`config.mk`:
```
export PLATFORM = sky130hd
export DESIGN_NAME = dro_array_ticked
export DESIGN_NICKNAME = d
export VERILOG_FILES = /design/src/rtl/dro_array_ticked.sv
export SDC_FILE = /design/constraint.sdc
export NUM_CORES = 1
export LEC_CHECK = 0
export ABC_AREA = 1
export BUFFER_PORTS_ARGS = -buffer_cell sky130_fd_sc_hd__buf_2
export CAP_MARGIN = 10
export CORE_ASPECT_RATIO = 0.5
export CORE_MARGIN = 8
export CORE_UTILIZATION = 50
export DETAILED_ROUTE_END_ITERATION = 8
export GPL_ROUTABILITY_DRIVEN = 0
export PLACE_DENSITY = 0.7
export REMOVE_ABC_BUFFERS = 1
export SYNTH_ARGS = -nofsm -noshare
export SYNTH_HDL_FRONTEND = slang
export SYNTH_SLANG_ARGS = --single-unit
```
`constraint.sdc`:
```
create_clock -name clk -period 3.9 [get_ports clk]
set_input_delay 0.78 -clock clk [delete_from_list [all_inputs] [get_ports clk]]
set_output_delay 0.78 -clock clk [all_outputs]
set_load 0.01 [all_outputs]
```
`src/rtl/dro_array_ticked.sv`:
```
// Tick-clocked bank of RSFQ destructive-readout cells: stores one pulse per channel, releases it on a shared clock pulse.
// Hold/setup windows are measured in ticks; violating channels read out VIOL_MODE and are counted.
module dro_array_ticked #(
  parameter int WIDTH     = 4,
  parameter int T_HOLD    = 2,
  parameter int T_SETUP   = 3,
  parameter int DELAY     = 4,
  parameter int PULSE_W   = 2,
  parameter int VIOL_MODE = 0,
  parameter int CNT_W     = 8
) (
  input  logic             clk,
  input  logic             rst,
  input  logic [WIDTH-1:0] d_pulse,
  input  logic             clk_pulse,
  output logic [WIDTH-1:0] out_pulse,
  output logic [WIDTH-1:0] viol,
  output logic [CNT_W-1:0] viol_count
);

  localparam logic [1:0] ST_EMPTY = 2'd0;
  localparam logic [1:0] ST_SET   = 2'd1;
  localparam logic [1:0] ST_UNK   = 2'd2;

  localparam int HC_W  = $clog2(T_HOLD + 2);
  localparam int AGE_W = $clog2(T_SETUP + 2);
  localparam int DEPTH = DELAY + PULSE_W - 1;
  localparam int SR_N  = (DEPTH > 1) ? DEPTH - 1 : 1;
  localparam int SUM_W = $clog2(WIDTH + 1);
  localparam int ACC_W = CNT_W + SUM_W;

  localparam logic [HC_W-1:0]  HOLD_MAX = HC_W'(T_HOLD);
  localparam logic [HC_W-1:0]  HOLD_CLK = HC_W'((T_HOLD > 0) ? 1 : 0);
  localparam logic             HOLD_ON  = (T_HOLD > 0);
  localparam logic [AGE_W-1:0] AGE_MAX  = AGE_W'(T_SETUP);
  localparam logic [CNT_W-1:0] CNT_MAX  = {CNT_W{1'b1}};
  localparam logic             UNK_VAL  = (VIOL_MODE != 0);

  logic [WIDTH-1:0][1:0]       state_q, state_d;
  logic [WIDTH-1:0][AGE_W-1:0] age_q, age_d;
  logic [HC_W-1:0]             hold_cnt_q, hold_cnt_d;
  logic [SR_N-1:0][WIDTH-1:0]  sr_q, sr_d;
  logic [WIDTH-1:0]            out_q, out_d;
  logic [WIDTH-1:0]            viol_q, viol_d;
  logic [CNT_W-1:0]            cnt_q, cnt_d;

  logic [WIDTH-1:0]            rd_val;
  logic [WIDTH-1:0]            hold_v;
  logic [WIDTH-1:0]            setup_v;
  logic                        hold_short;
  logic [1:0]                  base_st;
  logic [DEPTH-1:0][WIDTH-1:0] line;
  logic [SUM_W-1:0]            viol_sum;
  logic [ACC_W-1:0]            acc;

  // Cell state, age and hold-window tracking.
  always_comb begin
    state_d    = state_q;
    age_d      = age_q;
    rd_val     = '0;
    hold_v     = '0;
    setup_v    = '0;
    base_st    = ST_EMPTY;
    // A d pulse in the same tick as the clock sits at distance zero from it.
    hold_short = clk_pulse ? HOLD_ON : (hold_cnt_q < HOLD_MAX);
    if (clk_pulse) begin
      hold_cnt_d = HOLD_CLK;
    end else if (hold_cnt_q == HOLD_MAX) begin
      hold_cnt_d = hold_cnt_q;
    end else begin
      hold_cnt_d = hold_cnt_q + HC_W'(1);
    end

    for (int i = 0; i < WIDTH; i++) begin
      setup_v[i] = clk_pulse && (state_q[i] == ST_SET) && (age_q[i] < AGE_MAX);
      if (clk_pulse) begin
        if (state_q[i] == ST_SET && !setup_v[i]) begin
          rd_val[i] = 1'b1;
        end else if (state_q[i] == ST_UNK || setup_v[i]) begin
          rd_val[i] = UNK_VAL;
        end
      end

      base_st = clk_pulse ? ST_EMPTY : state_q[i];
      if (d_pulse[i]) begin
        hold_v[i] = hold_short;
        age_d[i]  = AGE_W'(1);
        if (hold_short) begin
          state_d[i] = ST_UNK;
        end else if (base_st == ST_EMPTY) begin
          state_d[i] = ST_SET;
        end else begin
          state_d[i] = base_st;
        end
      end else begin
        state_d[i] = base_st;
        age_d[i]   = (age_q[i] == AGE_MAX) ? age_q[i] : age_q[i] + AGE_W'(1);
      end
    end
  end

  // Violation flags and saturating counter.
  always_comb begin
    viol_d   = hold_v | setup_v;
    viol_sum = '0;
    for (int i = 0; i < WIDTH; i++) begin
      viol_sum = viol_sum + SUM_W'(viol_d[i]);
    end
    acc   = ACC_W'(cnt_q) + ACC_W'(viol_sum);
    cnt_d = (acc > ACC_W'(CNT_MAX)) ? CNT_MAX : acc[CNT_W-1:0];
  end

  // line[k] is the readout vector from k ticks ago; out_q adds the final tick of delay.
  always_comb begin
    line[0] = rd_val;
    for (int k = 1; k < DEPTH; k++) begin
      line[k] = sr_q[k-1];
    end
    sr_d = sr_q;
    for (int k = 0; k < SR_N; k++) begin
      sr_d[k] = line[k];
    end
    out_d = '0;
    for (int k = DELAY - 1; k < DEPTH; k++) begin
      out_d = out_d | line[k];
    end
  end

  always_ff @(posedge clk) begin
    if (rst) begin
      for (int i = 0; i < WIDTH; i++) begin
        state_q[i] <= ST_EMPTY;
        age_q[i]   <= AGE_MAX;
      end
      hold_cnt_q <= HOLD_MAX;
      sr_q       <= '0;
      out_q      <= '0;
      viol_q     <= '0;
      cnt_q      <= '0;
    end else begin
      state_q    <= state_d;
      age_q      <= age_d;
      hold_cnt_q <= hold_cnt_d;
      sr_q       <= sr_d;
      out_q      <= out_d;
      viol_q     <= viol_d;
      cnt_q      <= cnt_d;
    end
  end

  assign out_pulse  = out_q;
  assign viol       = viol_q;
  assign viol_count = cnt_q;

endmodule

```
==> results of run 1 <==
[state kept, by name (all words and copies together), names as in the netlist]
name        flops
age_q          12
hold_cnt_q      2
line           16
out_pulse       4
state_q         8
viol            4
viol_count      8
[layer usage]
metal | vias to the layer above | GRT usage | wire (um)
met5 | - | 0 | 0
met2 | 19 | 0.184 | 1670
met3 | 8 | 0.0401 | 155
met1 | 738 | 0.137 | 1790
met4 | 0 | 0.0558 | 65
li1 | 856 | - | -
[cells in the mapped netlist]
cell type	number	area share
nand3_4	1	0.0081
nor2_1	43	0.075
buf_6	1	0.0052
ha_1	10	0.058
or2_2	4	0.012
a21oi_1	22	0.051
buf_2	4	0.0093
nor2_2	1	0.0029
o311ai_0	1	0.0041
o21ai_0	13	0.030
inv_2	1	0.0017
xnor2_1	2	0.0081
nor3_1	8	0.019
fa_1	3	0.028
nor3_4	1	0.0076
a22oi_1	4	0.014
nor4_1	5	0.015
a21oi_2	1	0.0041
a21o_2	1	0.0041
nand2_1	18	0.031
dfxtp_1	54	0.50
nand2_2	1	0.0029
inv_1	45	0.078
nor2_4	1	0.0052
nand3_1	10	0.023
[report_power, final]
part	switching [mW]	total, mW	internal [mW]	leakage, nW
logic	0.114	0.194	0.0800	0.583
registers	0.0282	0.617	0.589	0.442
clock network	0.183	0.376	0.192	0.0585
total	0.326	1.19	0.862	1.08
[worst max-delay path, stage by stage]
cell and delay [ns]:
buf_2 0.12, nor2_1 0.24, nor2_1 0.12, a21oi_1 0.23
fa_1 0.48, fa_1 0.42, inv_1 0.09, fa_1 0.21
nand2_1 0.11, nor2_1 0.15, xnor2_1 0.13, a21oi_1 0.08
[cells by family after synthesis]
logic type / share of synthesized area
AOI/OAI and AO/OA: 0.108
xor gates and xnor gates: 0.00814
buffers and inverters: 0.0948
DFF: 0.502
adders and majority gates: 0.0860
and+or+nand+nor: 0.201
[path summary, 6_finish.rpt]
check                     start             to  cells past startpoint
setup / recovery      clk_pulse  viol_count[4]                     12
hold / removal          line[5]        line[9]                      2
setup reg to reg  hold_cnt_q[1]  viol_count[4]                     12
hold reg to reg         line[5]        line[9]                      2
[layout make-up]
type | count | area (sq um)
well taps | 54 | 67.6
inverters | 46 | 173
clock inverters | 3 | 43.8
clock buffers | 5 | 68.8
flip-flops and latches | 54 | 1080
multi-input cells | 150 | 867
fillers | 372 | 1610
repair buffers | 22 | 110
[per-stage QoR]
stage                     cells  area (sq um)
after floorplan             250          2120
after global placement      326          2300
after detailed placement    326          2300
after CTS                   334          2410
after global routing        334          2410
final                       334          2410
==> flow_metrics.tcl, run 1 <==
set metrics [dict create \
    die_w_um 109 \
    grt_pass1_vias 1500 \
    rows 16 \
    post-cts-setup-buffers 0 \
    final_util 0.599 \
    drcViolationCount 0 \
    ant_nets 0 \
    vias_per_cell 4.85 \
    die_area_sq_um 6790 \
    clock_tree.root_cell "clkbuf_8" \
    cts_buffers 5 \
    period_share 0.770 \
    syn_area_sq_um 2150 \
    r2r_setup_slack_ns 1.09 \
    final_cell_mix "dfxtp_1, inv_1, nor2_1, a21oi_1, buf_2" \
    dr.pass1.iters 4 \
    cts.reportedPaths.clkPinSlew_ns 0.10 \
    ys_types 25 \
    clock-sinks 54 \
    rsz0062_at_grt "false" \
    cts_hold_buffers 0 \
    drtIter0Drc 48 \
    leakagePower_nw 1.08 \
    overflow 0 \
    clock_latency_ns 0.31 \
    startpoint_type "input port" \
    io_buffers 22 \
    ctsResizeCount 0 \
    setup_viol 0 \
    required_ns 4.07 \
    path_max_fanout 5 \
    final-hold-violation-count 0 \
    drv_slew 0 \
    grt_max_degree 40 \
    grt_pass1_wl_um 6350 \
    grt_antenna_before_repair 0 \
    dpl.hpwl_um 2670 \
    syn_to_final_growth_pct 12.0 \
    clock.fmax_ghz 0.333 \
    status "finished, final reports clean" \
    dp_slack_ns 0.539 \
    syn_avg_cell_area_sq_um 8.44 \
    ys_ff_latch 54 \
    fin_setup_tns_ns 0 \
    coreArea_sq_um 4020 \
    io-pin-count 23 \
    cts_tree "done" \
    vias 1621 \
    clk_path_buf_depth 2 \
    final_common_cell "dfxtp_1" \
    powerDensity_nw_per_um2 492 \
    die_h_um 62.4 \
    layout.nets 299 \
    yosysWarnings 0 \
    critPathArrivalTime_ns 3.17 \
    fin_crit_ns 3.00 \
    n_antenna_cell 0 \
    p_total_mw 1.19 \
    cp-end-kind "flop" \
    setup_slack_ns 0.898 \
    syn_inst 255 \
    cap_violations 0 \
    wl_per_cell_um 11.0 \
    drive_above_1_share 0.150 \
    yosysSeqAreaShare 0.502 \
    skew_ns 0.0114 \
    routed_wirelength_um 3680 \
    maxSlewHeadroom 0.542 \
    tightestPinTransition_ns 0.687 \
    grtUsageTotal 0.116 \
    start_util 0.535 \
    cts_max_level 2 \
    holdWs_ns 0.406 \
    path_class "in2reg" \
    min_path_type "reg2reg" \
    peakVddDrop_uv 238 \
]
Note: power is estimated with default switching activity, not from simulation.
==> run 2, diff against run 1 <==
PLACE_DENSITY = 0.72   (was 0.7)
clock period = 2.74 ns   (was 3.9 ns; I/O delays follow)
==> flow_metrics.tcl, run 2 (same netlist as run 1, synthesis figures left out) <==
set metrics [dict create \
    layout.nets 313 \
    drv_slew 0 \
    clk_path_buf_depth 2 \
    grt_max_degree 39 \
    final_util 0.624 \
    die_area_sq_um 6790 \
    grt_pass1_vias 1616 \
    holdCritStartpoint "line[4]" \
    status "finished, final reports clean" \
    overflow 0 \
    cts_buffers 5 \
    leakagePower_nw 1.14 \
    maxSlewHeadroom 0.739 \
    cts_tree "done" \
    io-pin-count 23 \
    min_to "line[8]" \
    dr.pass1.iters 4 \
    max_stage_delay_ns 0.46 \
    ant_nets 0 \
    final_common_cell "dfxtp_1" \
    syn_to_final_growth_pct 16.7 \
    cp-end-kind "flop" \
    grtUsageTotal 0.123 \
    drcViolationCount 0 \
    r2r_setup_slack_ns 0.19 \
    timing.rr.start "hold_cnt_q[1]" \
    clock-sinks 54 \
    placed_cell_area_sq_um 2400 \
    startpoint_type "flop" \
    drtIter0Drc 82 \
    clock_tree.root_cell "clkbuf_8" \
    path_max_fanout 6 \
    wl_per_cell_um 11.4 \
    rows 16 \
    period_share 0.931 \
    final-hold-violation-count 0 \
    rr_endpoint "viol_count[5]" \
    min_path_type "reg2reg" \
    final_cell_mix "dfxtp_1, inv_1, nor2_1, buf_2, a21oi_1" \
    peakVddDrop_uv 255 \
    worst-path-buf-inv 3 \
    dpl.hpwl_um 2930 \
    vias_per_cell 4.85 \
    skew_ns 0.00661 \
    clock.fmax_ghz 0.392 \
    start_util 0.535 \
    critPathSlowestCell "fa_1" \
    drive_above_1_share 0.207 \
    vias 1689 \
    fin_crit_ns 2.55 \
    required_ns 2.99 \
    cts.reportedPaths.clkPinSlew_ns 0.10 \
    grt_pass1_wl_um 6830 \
    path_class "reg2reg" \
    cap_violations 0 \
    largest_register_ff_count 16 \
    ff2ff_path_depth 14 \
    cts_max_level 2 \
    setup_viol 0 \
    cp_top_family "adder cells" \
    cts_hold_buffers 0 \
    grt_antenna_before_repair 0 \
    cp_cell_sequence "inv_1, nor2_2, nor2_1, a21oi_2, fa_1, fa_1, inv_1, fa_1, nand2_2, inv_2, nand3_4, nand2_1, nor2_1, nor2_1" \
    die_w_um 109 \
    die_h_um 62.4 \
    n_antenna_cell 0 \
    io_buffers 22 \
    routed_wirelength_um 3970 \
    critPathArrivalTime_ns 2.80 \
    tightestPinTransition_ns 0.391 \
    clock_latency_ns 0.31 \
    powerDensity_nw_per_um2 668 \
    min_path_cells 2 \
    stdcell_area_sq_um 2510 \
    coreArea_sq_um 4020 \
]
## run 2: cell count changes in the layout (fill, tap and decap cells not counted), sizes merged
cell,previous run,this run
buf,22,36
bufinv,1,0
inv,47,48
## run 2: timing repair
action                                  CTS  global route
endpoints found under the setup margin    0             8
buffers inserted                          0             1
resized for setup                         0             5
## run 2: per-stage QoR
step	setup slack (ns)	cells	power, mW	hold slack (ns)	setup TNS [ns]
after CTS	0.00476	347	1.69	0.410	0
after global placement	-0.165	339	1.20	0.391	-1.07
final	0.190	348	1.68	0.403	0
after floorplan	0.0233	250	1.09	0.388	0
after global routing	-0.0317	348	1.78	0.426	-0.0874
after detailed placement	-0.305	339	1.22	0.394	-2.09
## run 2: area by class of cell
class	count	area (sq um)
Timing Repair Buffer	36	215
Inverter	46	173
Clock buffer	5	68.8
Clock inverter	3	28.8
Sequential cell	54	1080
Fill cell	333	1510
Multi-Input combinational cell	150	878
Tap cell	54	67.6
## run 2: worst register-to-register path: stages, from the launching register on
cell     delay [ns]
dfxtp_1        0.37
inv_1          0.06
nor2_2         0.13
nor2_1         0.10
a21oi_2        0.16
fa_1           0.46
fa_1           0.42
inv_1          0.10
fa_1           0.21
nand2_2        0.09
inv_2          0.09
nand3_4        0.10
nand2_1        0.08
nor2_1         0.04
nor2_1         0.07
## run 2: layer usage
metal | up-vias | global-route usage | part of all wire
met5 | - | 0 | 0
met4 | 0 | 0.0575 | 0.014
met3 | 5 | 0.0412 | 0.047
met2 | 27 | 0.202 | 0.48
met1 | 770 | 0.140 | 0.46
li1 | 887 | - | -
## run 2: worst max path at each step
stage	end	cells past startpoint	from	slack (ns)
CTS	viol_count[5]	14	hold_cnt_q[1]	0.005
global placement	viol_count[3]	14	clk_pulse	-0.16
global route	viol_count[4]	12	hold_cnt_q[1]	-0.03
finish	viol_count[5]	14	hold_cnt_q[1]	0.19
floorplan	viol_count[5]	13	clk_pulse	0.02
detailed placement	viol_count[5]	14	clk_pulse	-0.31
## run 2: power by group
group          switching, mW  internal [mW]  leakage (nW)
Sequential            0.0438          0.839         0.442
Combinational          0.179          0.147         0.649
Clock                  0.278          0.192        0.0506
==> run 3, diff against run 2 <==
CORE_MARGIN = 4   (was 8)
==> flow_metrics.tcl, run 3 (same netlist as run 1, synthesis figures left out) <==
set metrics [dict create \
    layout.nets 313 \
    ff2ff_path_depth 12 \
    timing.rr.start "hold_cnt_q[1]" \
    dr.pass1.iters 4 \
    maxSlewHeadroom 0.742 \
    clock-sinks 54 \
    grt_pass1_wl_um 6890 \
    io-pin-count 23 \
    drtIter0Drc 45 \
    r2r_setup_slack_ns 0.21 \
    die_area_sq_um 5480 \
    min_to "line[11]" \
    startpoint_type "flop" \
    met2_length_um 1870 \
    fin_crit_ns 2.53 \
    period_share 0.923 \
    leakagePower_nw 1.14 \
    cp-end-kind "flop" \
    cap_violations 0 \
    status "finished, final reports clean" \
    drv_slew 0 \
    min_path_type "reg2reg" \
    clock_latency_ns 0.31 \
    setup_viol 0 \
    grt_max_degree 39 \
    overflow 0 \
    rows 16 \
    die_h_um 54.4 \
    final_util 0.626 \
    coreArea_sq_um 4020 \
    min_path_cells 2 \
    clock.fmax_ghz 0.395 \
    crit_start "hold_cnt_q[1]" \
    grt_pass1_vias 1634 \
    start_util 0.535 \
    n_antenna_cell 0 \
    drcViolationCount 0 \
    required_ns 2.92 \
    vias_per_cell 4.86 \
    rsz0062_at_grt "false" \
    cts_max_level 2 \
    placed_cell_area_sq_um 2400 \
    wl_met1_um 1790 \
    io_buffers 22 \
    rr_endpoint "viol_count[4]" \
    met3_length_um 150 \
    dpl.hpwl_um 2850 \
    vias 1692 \
    final_cell_mix "dfxtp_1, inv_1, nor2_1, buf_2, a21oi_1" \
    dp_cells 340 \
    path_class "reg2reg" \
    grtUsageTotal 0.162 \
    drive_above_1_share 0.211 \
    fillCellCount 338 \
    skew_ns 0.00880 \
    final-hold-violation-count 0 \
    clock_tree.root_cell "clkbuf_8" \
    die_w_um 101 \
    path_max_fanout 4 \
    stdcell_area_sq_um 2520 \
    largest_register_ff_count 16 \
    holdCritStartpoint "line[7]" \
    finalNonFillerCells 348 \
    powerDensity_nw_per_um2 659 \
    syn_to_final_growth_pct 17.0 \
    cts_tree "done" \
    critPathArrivalTime_ns 2.71 \
    final_common_cell "dfxtp_1" \
    ant_nets 0 \
    cts_hold_buffers 0 \
    wl_per_cell_um 11.1 \
    clk_path_buf_depth 2 \
    tightestPinTransition_ns 0.387 \
    routed_wirelength_um 3880 \
    peakVddDrop_uv 269 \
    grt_antenna_before_repair 0 \
    cts_buffers 5 \
    top_layer "met4" \
    cts.reportedPaths.clkPinSlew_ns 0.10 \
]
-- run 3: area by class of cell --
class | count | area [sq um] | share of cell area
Clock buffer | 5 | 68.8 | 0.0273
Timing Repair Buffer | 36 | 215 | 0.0855
Tap cell | 54 | 67.6 | 0.0268
Clock inverter | 3 | 25.0 | 0.00994
Multi-Input combinational cell | 150 | 886 | 0.352
Sequential cell | 54 | 1080 | 0.430
Inverter | 46 | 173 | 0.0686
-- run 3: per-stage QoR --
stage	TNS (ns)	hold slack, ns	setup WS, ns	total power, mW
after floorplan	0	0.388	0.0233	1.09
after global placement	-1.10	0.390	-0.169	1.20
after detailed placement	-1.94	0.396	-0.288	1.21
after CTS	0	0.413	0.00287	1.66
after global routing	0	0.422	0.00283	1.76
final	0	0.408	0.210	1.66
-- run 3: how the worst max path moves through the flow --
stage	end	slack (ns)	depth (start not counted)
floorplan	viol_count[5]	0.02	13
global placement	viol_count[3]	-0.17	14
detailed placement	viol_count[5]	-0.29	14
CTS	viol_count[5]	0.003	14
global route	viol_count[5]	0.003	14
finish	viol_count[4]	0.21	12
-- run 3: repair_timing --
item,in CTS,in global routing
resized for setup,0,7
setup buffers,0,0
endpoints found under the setup margin,0,8
endpoints found under the hold margin,0,0
-- run 3: power by group --
part | internal, mW | switching (mW)
Combinational | 0.145 | 0.174
Clock | 0.185 | 0.272
Sequential | 0.839 | 0.0438
Total | 1.17 | 0.490
-- run 3: per-layer routing --
layer,up-vias,GRT usage
met3,6,0.0407
met4,0,0.0805
met1,777,0.187
met2,27,0.289
li1,882,-
met5,-,0
-- run 3: worst max-delay path: stages (launching register included) --
cell and delay [ns]:
dfxtp_2 0.37, inv_1 0.07, nor2_4 0.11, nor2_1 0.07, a21oi_2 0.15, fa_1 0.47, fa_1 0.42, inv_1 0.09
fa_1 0.21, nand2_2 0.10, nor2_1 0.13, xnor2_1 0.13, a21oi_1 0.08
